**src/rtl/issue_pkg.sv**
```systemverilog
// Shared definitions for the issue unit: entry and forward-bus field offsets, opcodes, and the ALU.
// The package is imported by issue_unit and operand_bypass.
package issue_pkg;

  localparam int NUM_FWD = 4;
  localparam int ENTRY_W = 57;
  localparam int FWD_W   = 23;
  localparam int DATA_W  = 16;
  localparam int ROB_W   = 6;
  localparam int OP_W    = 4;

  // Queue entry field offsets (LSB positions).
  localparam int E_V   = 56;
  localparam int E_OP  = 52;
  localparam int E_ROB = 46;
  localparam int E_LKA = 40;
  localparam int E_LKB = 34;
  localparam int E_VLA = 18;
  localparam int E_VLB = 2;
  localparam int E_PA  = 1;
  localparam int E_PB  = 0;

  // Forward bus field offsets.
  localparam int F_V   = 22;
  localparam int F_ROB = 16;
  localparam int F_VAL = 0;

  typedef logic [OP_W-1:0] op_t;

  localparam op_t OP_ADD = 4'd0;
  localparam op_t OP_SUB = 4'd1;
  localparam op_t OP_AND = 4'd2;
  localparam op_t OP_OR  = 4'd3;
  localparam op_t OP_XOR = 4'd4;
  localparam op_t OP_SHL = 4'd5;
  localparam op_t OP_SHR = 4'd6;
  localparam op_t OP_MOV = 4'd7;

  typedef struct packed {
    logic              vld;
    logic [ROB_W-1:0]  rob;
    logic [DATA_W-1:0] val;
  } fwd_t;

  // Undefined opcodes still produce a result so the ROB can retire them.
  function automatic logic [DATA_W-1:0] alu_eval(input op_t op, input logic [DATA_W-1:0] a,
                                                 input logic [DATA_W-1:0] b);
    logic [DATA_W-1:0] r;
    r = '0;
    case (op)
      OP_ADD:  r = a + b;
      OP_SUB:  r = a - b;
      OP_AND:  r = a & b;
      OP_OR:   r = a | b;
      OP_XOR:  r = a ^ b;
      OP_SHL:  r = a << b[3:0];
      OP_SHR:  r = a >> b[3:0];
      OP_MOV:  r = b;
      default: r = '0;
    endcase
    return r;
  endfunction

endpackage

```
**src/rtl/operand_bypass.sv**
```systemverilog
// One operand's readiness and value: pending bit plus 4-way forward tag match (fwd[0] highest priority).
// Combinational. Forward matching only exists when ISSUE_FWD_BYPASS_EN is defined.
module operand_bypass
  import issue_pkg::*;
(
  input  logic                  i_pending,
  input  logic [ROB_W-1:0]      i_look,
  input  logic [DATA_W-1:0]     i_val,
  input  fwd_t [NUM_FWD-1:0]    i_fwd,
  output logic                  o_ready,
  output logic [DATA_W-1:0]     o_value
);

`ifdef ISSUE_FWD_BYPASS_EN
  // Scan from lowest to highest priority so the highest-priority match is written last.
  always_comb begin
    o_ready = !i_pending;
    o_value = i_val;
    if (i_pending) begin
      for (int i = NUM_FWD - 1; i >= 0; i--) begin
        if (i_fwd[i].vld && (i_fwd[i].rob == i_look)) begin
          o_ready = 1'b1;
          o_value = i_fwd[i].val;
        end
      end
    end
  end
`else
  logic w_unused;

  assign o_ready  = !i_pending;
  assign o_value  = i_val;
  assign w_unused = ^{i_look, i_fwd};
`endif

endmodule

```
**src/rtl/issue_unit.sv**
```systemverilog
// In-order dual issue from the two queue heads to 1-cycle ALU lanes; results registered (1 cycle).
// No issue under stall/flush/reset; optional forward bypass enabled by ISSUE_FWD_BYPASS_EN.
module issue_unit
  import issue_pkg::*;
#(
  parameter int CNT_W = 16
) (
  input  logic               i_clk,
  input  logic               i_reset,
  input  logic               i_flush,
  input  logic               i_stall,
  input  logic [ENTRY_W-1:0] i_head0,
  input  logic [ENTRY_W-1:0] i_head1,
  input  logic [FWD_W-1:0]   i_fwdA,
  input  logic [FWD_W-1:0]   i_fwdB,
  input  logic [FWD_W-1:0]   i_fwdC,
  input  logic [FWD_W-1:0]   i_fwdD,
  output logic [1:0]         o_taken,
  output logic [FWD_W-1:0]   o_resultA,
  output logic [FWD_W-1:0]   o_resultB,
  output logic [CNT_W-1:0]   o_issueCount
);

  fwd_t [NUM_FWD-1:0] w_fwd;
  logic               w_rdy_a0, w_rdy_b0, w_rdy_a1, w_rdy_b1;
  logic [DATA_W-1:0]  w_val_a0, w_val_b0, w_val_a1, w_val_b1;
  logic               w_dep1;
  logic               w_issue0, w_issue1;
  logic [DATA_W-1:0]  w_alu0, w_alu1;
  logic [CNT_W:0]     w_cnt_sum;

  logic [FWD_W-1:0]   r_resultA, r_resultB;
  logic [CNT_W-1:0]   r_issue_count;

  assign w_fwd[0] = i_fwdA;
  assign w_fwd[1] = i_fwdB;
  assign w_fwd[2] = i_fwdC;
  assign w_fwd[3] = i_fwdD;

  operand_bypass u_a0 (
    .i_pending (i_head0[E_PA]),
    .i_look    (i_head0[E_LKA +: ROB_W]),
    .i_val     (i_head0[E_VLA +: DATA_W]),
    .i_fwd     (w_fwd),
    .o_ready   (w_rdy_a0),
    .o_value   (w_val_a0)
  );

  operand_bypass u_b0 (
    .i_pending (i_head0[E_PB]),
    .i_look    (i_head0[E_LKB +: ROB_W]),
    .i_val     (i_head0[E_VLB +: DATA_W]),
    .i_fwd     (w_fwd),
    .o_ready   (w_rdy_b0),
    .o_value   (w_val_b0)
  );

  operand_bypass u_a1 (
    .i_pending (i_head1[E_PA]),
    .i_look    (i_head1[E_LKA +: ROB_W]),
    .i_val     (i_head1[E_VLA +: DATA_W]),
    .i_fwd     (w_fwd),
    .o_ready   (w_rdy_a1),
    .o_value   (w_val_a1)
  );

  operand_bypass u_b1 (
    .i_pending (i_head1[E_PB]),
    .i_look    (i_head1[E_LKB +: ROB_W]),
    .i_val     (i_head1[E_VLB +: DATA_W]),
    .i_fwd     (w_fwd),
    .o_ready   (w_rdy_b1),
    .o_value   (w_val_b1)
  );

  // head1 waiting on head0's result cannot go this cycle: that value does not exist yet.
  assign w_dep1 = (i_head1[E_PA] && (i_head1[E_LKA +: ROB_W] == i_head0[E_ROB +: ROB_W])) ||
                  (i_head1[E_PB] && (i_head1[E_LKB +: ROB_W] == i_head0[E_ROB +: ROB_W]));

  assign w_issue0 = i_head0[E_V] && w_rdy_a0 && w_rdy_b0 && !i_stall && !i_flush && !i_reset;
  assign w_issue1 = w_issue0 && i_head1[E_V] && w_rdy_a1 && w_rdy_b1 && !w_dep1;

  assign o_taken = {1'b0, w_issue0} + {1'b0, w_issue1};

  assign w_alu0 = alu_eval(i_head0[E_OP +: OP_W], w_val_a0, w_val_b0);
  assign w_alu1 = alu_eval(i_head1[E_OP +: OP_W], w_val_a1, w_val_b1);

  assign w_cnt_sum = {1'b0, r_issue_count} + (CNT_W + 1)'(o_taken);

  always_ff @(posedge i_clk) begin
    if (i_reset) begin
      r_resultA     <= '0;
      r_resultB     <= '0;
      r_issue_count <= '0;
    end else begin
      r_resultA     <= w_issue0 ? {1'b1, i_head0[E_ROB +: ROB_W], w_alu0} : '0;
      r_resultB     <= w_issue1 ? {1'b1, i_head1[E_ROB +: ROB_W], w_alu1} : '0;
      r_issue_count <= w_cnt_sum[CNT_W] ? '1 : w_cnt_sum[CNT_W-1:0];
    end
  end

  assign o_resultA    = r_resultA;
  assign o_resultB    = r_resultB;
  assign o_issueCount = r_issue_count;

endmodule
```
**config.mk**
```make
export PLATFORM = sky130hd
export DESIGN_NAME = issue_unit
export DESIGN_NICKNAME = d
export VERILOG_FILES = /design/src/rtl/issue_pkg.sv /design/src/rtl/operand_bypass.sv /design/src/rtl/issue_unit.sv
export SDC_FILE = /design/constraint.sdc
export NUM_CORES = 1
export LEC_CHECK = 0
export BUFFER_PORTS_ARGS = -buffer_cell sky130_fd_sc_hd__buf_2
export CORE_MARGIN = 1
export CORE_UTILIZATION = 49
export DETAILED_ROUTE_END_ITERATION = 10
export MAX_ROUTING_LAYER = met4
export PLACE_DENSITY = 0.88
export RECOVER_POWER = 100
export SYNTH_ARGS = -nofsm -noshare
export SYNTH_HDL_FRONTEND = slang
export SYNTH_SLANG_ARGS = --single-unit
```
**constraint.sdc**
```tcl
create_clock -name i_clk -period 7.4 [get_ports i_clk]
set_input_delay 1.48 -clock i_clk [delete_from_list [all_inputs] [get_ports i_clk]]
set_output_delay 1.48 -clock i_clk [all_outputs]
set_load 0.02 [all_outputs]
```
# [Yosys cells after proc, flatten, opt, wreduce, memory -nomap -nowiden]
# Cells that the tools add are included.
# Widths: inputs -> output; s select.
[word_totals] input_bits=210 elab_cells=68 ff_bits=62 output_inout_bits=64
[classes] n_bitwise=8 reduce_logical=24 shift=4 mux=5 n_addsub=6 eq_ne=16
[ops] cell="$pmux 16 s8" count=2
[ops] cell="$mux 23" count=2
[ops] cell="$add 16x16->16" count=2
[ops] cell="$and 16x16->16" count=2
[ops] cell="$eq 4x3->1 const B" count=8
[ops] cell="$or 16x16->16" count=2
[ops] cell="$shl 16x4->16" count=2
[ops] cell="$shr 16x4->16" count=2
[ops] cell="$sub 16x16->16" count=2
[ops] cell="$xor 16x16->16" count=2
[ops] cell="$add 16x2->17" count=1
[ops] cell="$eq 4x2->1 const B" count=4
[ops] cell="$mux 16" count=1
[ops] cell="$eq 6x6->1" count=2
[ops] cell="$logic_and 1x1->1" count=11
[ops] cell="$eq 4x1->1 const B" count=2
[ops] cell="$logic_not 1->1" count=8
[ops] cell="$logic_not 4->1" count=2
[ops] cell="$reduce_or 2->1" count=2
[ops] cell="$add 1x1->2" count=1
[ops] cell="$not 1->1" count=2
[ops] cell="$logic_or 1x1->1" count=1

# [Longest topological paths before layout]
# Gate-level depths: netlist of the first run.
[logic_depth] depth_word=13 depth_mapped=19 depth_no_buf=15

# [Cells and area by module]
# From an unflattened synthesis of the first run, not the netlist that was laid out.
[unflattened] cells_unflattened=1264 area_unflattened_um2=9176.3
[modules_own_cells] mod="issue_unit" n_inst=1 cells_each=1196 seq_area_each_um2=1241.2 area_per_inst_um2=8680.8
[modules_own_cells] mod="operand_bypass" n_inst=4 cells_each=17 seq_area_each_um2=0.0 area_per_inst_um2=123.9

# [Worst setup path after synthesis of the first run]
# No wires, ideal clock.
[synth_timing] path_kind="input to register" startpoint="input port i_head1[2]" endpoint="register r_resultB[13], in the netlist o_resultB[13]" path_stages=17 required_ns=7.266 setup_slack_ns=2.254 n_path_buf=3 t_arrival_ns=5.012 setup_ns=0.134 cell_sequence="clkbuf_1 > inv_1 > buf_1 > buf_1 > ha_1 > nand3_1 > nor2_1 > a21oi_1 > xnor2_1 > ha_1 > nand2_1 > o21ai_0 > a211oi_1 > o211ai_1 > a41oi_1 > xor2_1 > o22ai_1"
[synth_between] elab_chain_len=2 elab_cells_between_ends=5 classes_between="2 x add/sub; 2 x shift; 1 x mux"
[synth_lines] item="start: declaration" line_no="issue_unit.sv:13" text="input logic [ENTRY_W-1:0] i_head1,"
[synth_lines] item="$sub 16x16->16 (tied with other cells)" line_no="issue_pkg.sv:52" text="OP_SUB: r = a - b;"
[synth_lines] item="$pmux 16 s8 (*)" line_no="issue_pkg.sv:50" text="case (op)"
[synth_lines] item="end signal: assignment" line_no="issue_unit.sv:97" text="r_resultB <= w_issue1 ? {1'b1, i_head1[E_ROB +: ROB_W], w_alu1} : '0;"
[synth_lines] item="end: declaration" line_no="issue_unit.sv:32" text="logic [FWD_W-1:0] r_resultA, r_resultB;"
# Mark *: on every way between the ends. The rest lies on a longest branch, timed or not.
# A chain may end at the register's enable or synchronous reset.

# [Worst setup path after layout of the first run]
[layout_timing] startpoint="input port i_head1[3]" endpoint="register r_resultB[13], in the netlist o_resultB[13]"
# The elaborated chain is that of the path after synthesis.

==> results of run 1 <==
-- worst max path at each step --
stage | from | end | slack [ns] | depth (start not counted)
2_1_floorplan | i_head1[2] | o_resultB[13] | 2.25 | 17
3_3_place_gp | i_head1[3] | o_resultB[13] | 1.66 | 15
3_5_place_dp | i_head1[3] | o_resultB[13] | 1.64 | 15
4_1_cts | i_head1[3] | o_resultB[13] | 1.98 | 15
5_1_grt | i_head1[3] | o_resultB[13] | 1.59 | 15
6_report | i_head1[3] | o_resultB[13] | 1.82 | 15
-- cell usage in the layout, fill, tap and decap left out, types with 10 or more instances in the layout --
master	n
nor2_1	107
clkbuf_1	65
a21oi_1	100
ha_1	100
o211ai_1	21
xnor2_1	47
and2_1	10
a22oi_1	29
o22ai_1	19
a211oi_1	19
inv_1	77
nand2_1	95
dfxtp_1	62
and3_1	13
nor3_1	29
xor2_1	14
mux4_2	11
buf_2	93
a21o_1	14
nand2b_1	28
a31oi_1	24
mux2i_1	38
o31ai_1	10
nand3_1	21
o21ai_0	89
-- report_power, final --
part | internal [mW] | switching (mW) | total, mW
sequential | 0.334 | 0.000204 | 0.335
combinational | 0.196 | 0.338 | 0.534
clock | 0.335 | 0.164 | 0.499
total | 0.865 | 0.502 | 1.37
-- cell type report --
cell class	count	area [µm²]	area share [%]
Inverter	80	300.3	3.090
Tap cell	220	275.3	2.832
Timing Repair Buffer	167	777.0	7.995
Clock inverter	7	127.6	1.313
Clock buffer	9	225.2	2.317
Multi-Input combinational cell	967	6771	69.68
Sequential cell	62	1241	12.77
-- registers in the layout, summed over array words and instances, names as in the netlist --
signal,count
o_issueCount,16
o_resultB,23
o_resultA,23
-- metal layers --
metal,up-vias,part of all wire (%)
met1,4515,42
li1,4505,-
met5,-,0
met3,102,13
met2,640,43
met4,0,2.8
-- worst min-delay path, cell delays in order, from the launching register on --
cell and delay (ns):
dfxtp_1 0.35, nor2_1 0.12, nor3_1 0.05
-- cell families after synthesis --
family          synth area share (%)
compound gates                 28.59
simple gates                   20.29
buf+inv                        6.573
fa+ha+maj                      15.31
flops                          14.49
xor+xnor                       6.237
mux                            8.516
==> flow_metrics.py, run 1 <==
metrics = {
    "global_routing": {
        "grt_max_degree": 50,
        "grt_usage_pct": 35.94,
        "grt_use_met3_pct": 6.009,
        "grt_pass1_wl_um": 49000,
        "use_met2_pct": 53.94,
        "antenna_found_initial": 0,
        "busiest_layer": "met2",
        "grt_pass1_vias": 8864,
        "grt.met1_usage_pct": 49.09,
        "grt_overflow": 0,
    },
    "clock_tree": {
        "cts_num_sinks": 62,
        "root_buffer": "clkbuf_16",
        "ctsResizeCount": 0,
        "cts_htree_levels": 3,
        "clk_pin_slew_ns": 0.06,
        "cts_tree": "built",
        "worstSkewPairLatency_ns": 0.34,
        "cts_setup_buffers": 0,
        "cts_buffer_depth": 2,
        "holdBufCountCts": 0,
        "numCtsBuffers": 9,
    },
    "die": {
        "fp.coreArea_mm2": 0.01682,
        "fp.dieH_um": 134.2,
        "ios": 274,
        "die_area_mm2": 0.01801,
        "fp.dieW_um": 134.2,
        "std_cell_rows": 47,
        "start_util_pct": 50.93,
    },
    "placed_design": {
        "dp_slack_ns": 1.637,
        "dp_cells": 1496,
        "hpwlAfterDp_um": 24750,
        "port-buffer-count": 157,
        "globalplace.congestion": 0.9999,
        "placed_cell_area_mm2": 0.009454,
    },
    "worst_setup_path": {
        "cp-end-kind": "flip-flop",
        "crit_chain": "buf_2, inv_1, ha_1, nand3_1, nor2_1, a21oi_1, xnor2_1, ha_1, nand2_1, o21ai_0, a211oi_1, o211ai_1, a41oi_1, xor2_1, o22ai_1",
        "max_stage_delay_ns": 0.74,
        "cp_slowest_cell": "a211oi_1",
        "ff2ff_setup_slack_ns": 4.70,
        "cp_common_cell": "ha_1",
        "reg2reg_depth": 8,
        "timing.rr.end": "o_issueCount[1]",
        "cp_num_buf_inv": 2,
        "start_kind": "input pin",
        "reg2reg_from": "o_issueCount[0]",
        "path_max_fanout": 49,
        "critical_path_arrival_ns": 5.75,
        "path_delay_family": "compound AO/OA/AOI/OAI gates",
        "required_ns": 7.57,
        "path_class": "input pin to flip-flop",
    },
    "yosys": {
        "synth_area_mm2": 0.008566,
        "yosys.area.top_type": "ha_1",
        "synth_cells": 1179,
        "synth_top_area_share_pct": 14.61,
        "synth_fp_nets": 1492,
        "avgSynthCellArea_um2": 7.265,
        "synth-edff-count": 0,
        "synth_ff_type": "dfxtp_1",
        "ys_seq_elements": 62,
        "yosysSeqAreaShare_pct": 14.49,
        "synthDistinctLibCells": 68,
        "ys_top_cells_by_count": "nor2_1, a21oi_1, ha_1, nand2_1, o21ai_0",
        "ys_top_cells_by_area": "ha_1, dfxtp_1, a21oi_1, o21ai_0, xnor2_1",
        "async_flop_share_pct": 0,
        "yosysWarningCount": 0,
        "yosysMostFrequentCell": "nor2_1",
    },
    "route": {
        "drtIter0Drc": 1321,
        "vias_per_cell": 6.456,
        "wire_per_inst_um": 21.00,
        "final_antenna_net_count": 0,
        "routed_wl_um": 31750,
        "firstDrtPassIters": 6,
        "via_count": 9762,
        "drc": 0,
    },
    "hold_path": {
        "hp-class": "flip-flop to flip-flop",
        "hold_end": "o_issueCount[15]",
        "holdPathStages": 2,
        "hp-start": "o_issueCount[15]",
    },
    "final_layout": {
        "area_delta_synth_final_pct": 13.45,
        "nFillCells": 1644,
        "nets": 1600,
        "stdcell_count": 1512,
        "fin_util_pct": 57.78,
        "fin_area_mm2": 0.009718,
        "diodes": 0,
        "drive_gt1_share_pct": 11.69,
    },
    "timing": {
        "tightestPinTransition_ns": 0.9632,
        "hold_viol_final": 0,
        "tns_ns": 0,
        "rsz0062_at_grt": "false",
        "finalMaxSlewViolations": 0,
        "slew_headroom_pct": 35.19,
        "min_period_ns": 5.582,
        "setup_viol": 0,
        "fin_ws_ns": 1.818,
        "post-route-period-util_pct": 75.43,
        "skew_ns": 0.007247,
        "holdWs_ns": 0.5608,
        "timing.fmax_mhz": 179.1,
    },
    "power": {
        "p_leak_nw": 4.128,
        "peakVddDrop_uv": 161.9,
        "finalPower_mw": 1.367,
        "powerDensity_mw_per_mm2": 140.7,
    },
    "run": {
        "maxCapViolCount": 0,
    },
    "status": {
        "run_status": "finished, final reports clean",
    },
}
Power figures use the tool's default switching activity.
==> run 2, diff against run 1 <==
==> constraint.sdc (replaced) <==
create_clock -name i_clk -period 5.56 [get_ports i_clk]
set_input_delay 1.112 -clock i_clk [delete_from_list [all_inputs] [get_ports i_clk]]
set_output_delay 1.112 -clock i_clk [all_outputs]
set_load 0.02 [all_outputs]
==> flow_metrics.py, run 2 (synthesized netlist as in run 1, its figures left out) <==
metrics = {
    "final_layout": {
        "fin_area_mm2": 0.009718,
        "drive_gt1_share_pct": 11.63,
        "nets": 1606,
        "mostFrequentLayoutCells": "nor2_1, a21oi_1, ha_1, nand2_1, buf_2",
        "area_delta_synth_final_pct": 13.45,
        "layout.cells.most_common": "nor2_1",
        "diodes": 0,
        "nFillCells": 1613,
    },
    "power": {
        "power_frac_comb_pct": 39.3,
        "clkPwrFrac_pct": 35.6,
        "p_switching_mw": 0.6713,
        "powerDensity_mw_per_mm2": 183.0,
        "peakVddDrop_uv": 169.6,
        "p_leak_nw": 4.133,
        "swShare_pct": 37.74,
        "seqPwrFrac_pct": 25.0,
        "finalPower_mw": 1.779,
        "internal_power_mw": 1.107,
    },
    "worst_setup_path": {
        "path_max_fanout": 19,
        "crit_chain": "clkbuf_1, nor3_1, clkbuf_1, nand2_1, o31ai_1, xnor2_1, ha_1, a21oi_1, o21ai_0, a21o_1, a2111oi_0, a21oi_1, xnor2_1, o22ai_1",
        "start_kind": "input pin",
        "path_class": "input pin to flip-flop",
        "critical_path_arrival_ns": 4.92,
        "cp-end-kind": "flip-flop",
        "cp_slowest_cell": "clkbuf_1",
        "max_stage_delay_ns": 0.59,
        "required_ns": 5.73,
    },
    "placed_design": {
        "hpwlAfterDp_um": 24050,
        "port-buffer-count": 157,
        "placed_cell_area_mm2": 0.009494,
        "globalplace.congestion": 1.070,
    },
    "die": {
        "start_util_pct": 50.93,
        "fp.dieH_um": 134.2,
        "std_cell_rows": 47,
        "fp.coreArea_mm2": 0.01682,
        "die_area_mm2": 0.01801,
        "ios": 274,
        "fp.dieW_um": 134.2,
    },
    "route": {
        "via_count": 9675,
        "drc": 0,
        "routed_wl_um": 30540,
        "vias_per_cell": 6.374,
        "final_antenna_net_count": 0,
        "drtIter0Drc": 1225,
        "firstDrtPassIters": 7,
        "wire_per_inst_um": 20.12,
    },
    "status": {
        "run_status": "finished, final reports clean",
    },
    "global_routing": {
        "grt_max_degree": 48,
        "antenna_found_initial": 0,
        "grt_pass1_vias": 8951,
        "grt_usage_pct": 34.35,
        "grt_overflow": 0,
        "grt_pass1_wl_um": 47370,
    },
    "timing": {
        "skew_ns": 0.01088,
        "hold_viol_final": 0,
        "tns_ns": 0,
        "post-route-period-util_pct": 85.30,
        "finalMaxSlewViolations": 0,
        "timing.fmax_mhz": 210.9,
        "slew_headroom_pct": 32.49,
        "setup_viol": 0,
        "min_period_ns": 4.742,
        "tightestPinTransition_ns": 1.013,
        "holdWs_ns": 0.5574,
        "rsz0062_at_grt": "false",
    },
    "hold_path": {
        "hp-class": "flip-flop to flip-flop",
    },
    "clock_tree": {
        "root_buffer": "clkbuf_16",
        "cts_buffer_depth": 2,
        "cts_htree_levels": 3,
        "clk_pin_slew_ns": 0.07,
        "cts_num_sinks": 62,
        "ctsResizeCount": 0,
        "cts_tree": "built",
        "numCtsBuffers": 9,
        "holdBufCountCts": 0,
        "worstSkewPairLatency_ns": 0.34,
        "cts_setup_buffers": 0,
    },
    "run": {
        "maxCapViolCount": 0,
    },
}
[run 2: critical path: cells and delay by family]
kind / cells / cell delay [ns]
AND/OR/NAND/NOR: 2 / 0.71
AO/OA/AOI/OAI: 7 / 1.40
buffers and inverters: 2 / 0.94
adder cells (fa/ha/maj): 1 / 0.33
XOR/XNOR: 2 / 0.44
[run 2: power by group through the flow]
stage | combinational [mW] | clock, mW | sequential (mW)
detailed placement | 0.674 | 0 | 0.455
floorplan | 0.465 | 0 | 0.456
finish | 0.700 | 0.634 | 0.445
global placement | 0.660 | 0 | 0.455
global route | 0.761 | 0.664 | 0.445
CTS | 0.678 | 0.640 | 0.445
[run 2: per-layer routing]
layer	global-route usage, %	wire, µm	share of wire (%)	up-vias
li1	-	-	-	4529
met2	52.42	13150	43	665
met4	9.488	721	2.4	0
met3	7.105	4152	14	81
met5	-	0	0	-
met1	45.71	12520	41	4400
[run 2: path summary, 6_finish.rpt]
kind / depth (start not counted) / startpoint / to / slack, ns
max: 14 / i_head0[53] / o_resultA[13] / 0.82
min: 2 / o_issueCount[15] / o_issueCount[15] / 0.56
max reg2reg: 8 / o_issueCount[0] / o_issueCount[7] / 2.92
min reg2reg: 2 / o_issueCount[15] / o_issueCount[15] / 0.56
[run 2: final cells by class]
class / instances / area [µm²] / area share [%]
multi-input cells: 967 / 6761 / 69.58
well taps: 220 / 275.3 / 2.832
clock buffers: 9 / 225.2 / 2.317
inverters: 80 / 300.3 / 3.090
flip-flops and latches: 62 / 1241 / 12.77
clock inverters: 7 / 102.6 / 1.056
repair buffers: 173 / 812.0 / 8.356
[run 2: metrics by stage]
step / worst slack [ns] / instances / utilization, %
6_report: 0.8176 / 1518 / 57.78
5_1_grt: 0.5063 / 1518 / 57.78
4_1_cts: 1.219 / 1518 / 58.40
3_5_place_dp: 0.8496 / 1502 / 56.45
3_3_place_gp: 0.9856 / 1502 / 56.45
2_1_floorplan: 0.7819 / 1179 / -
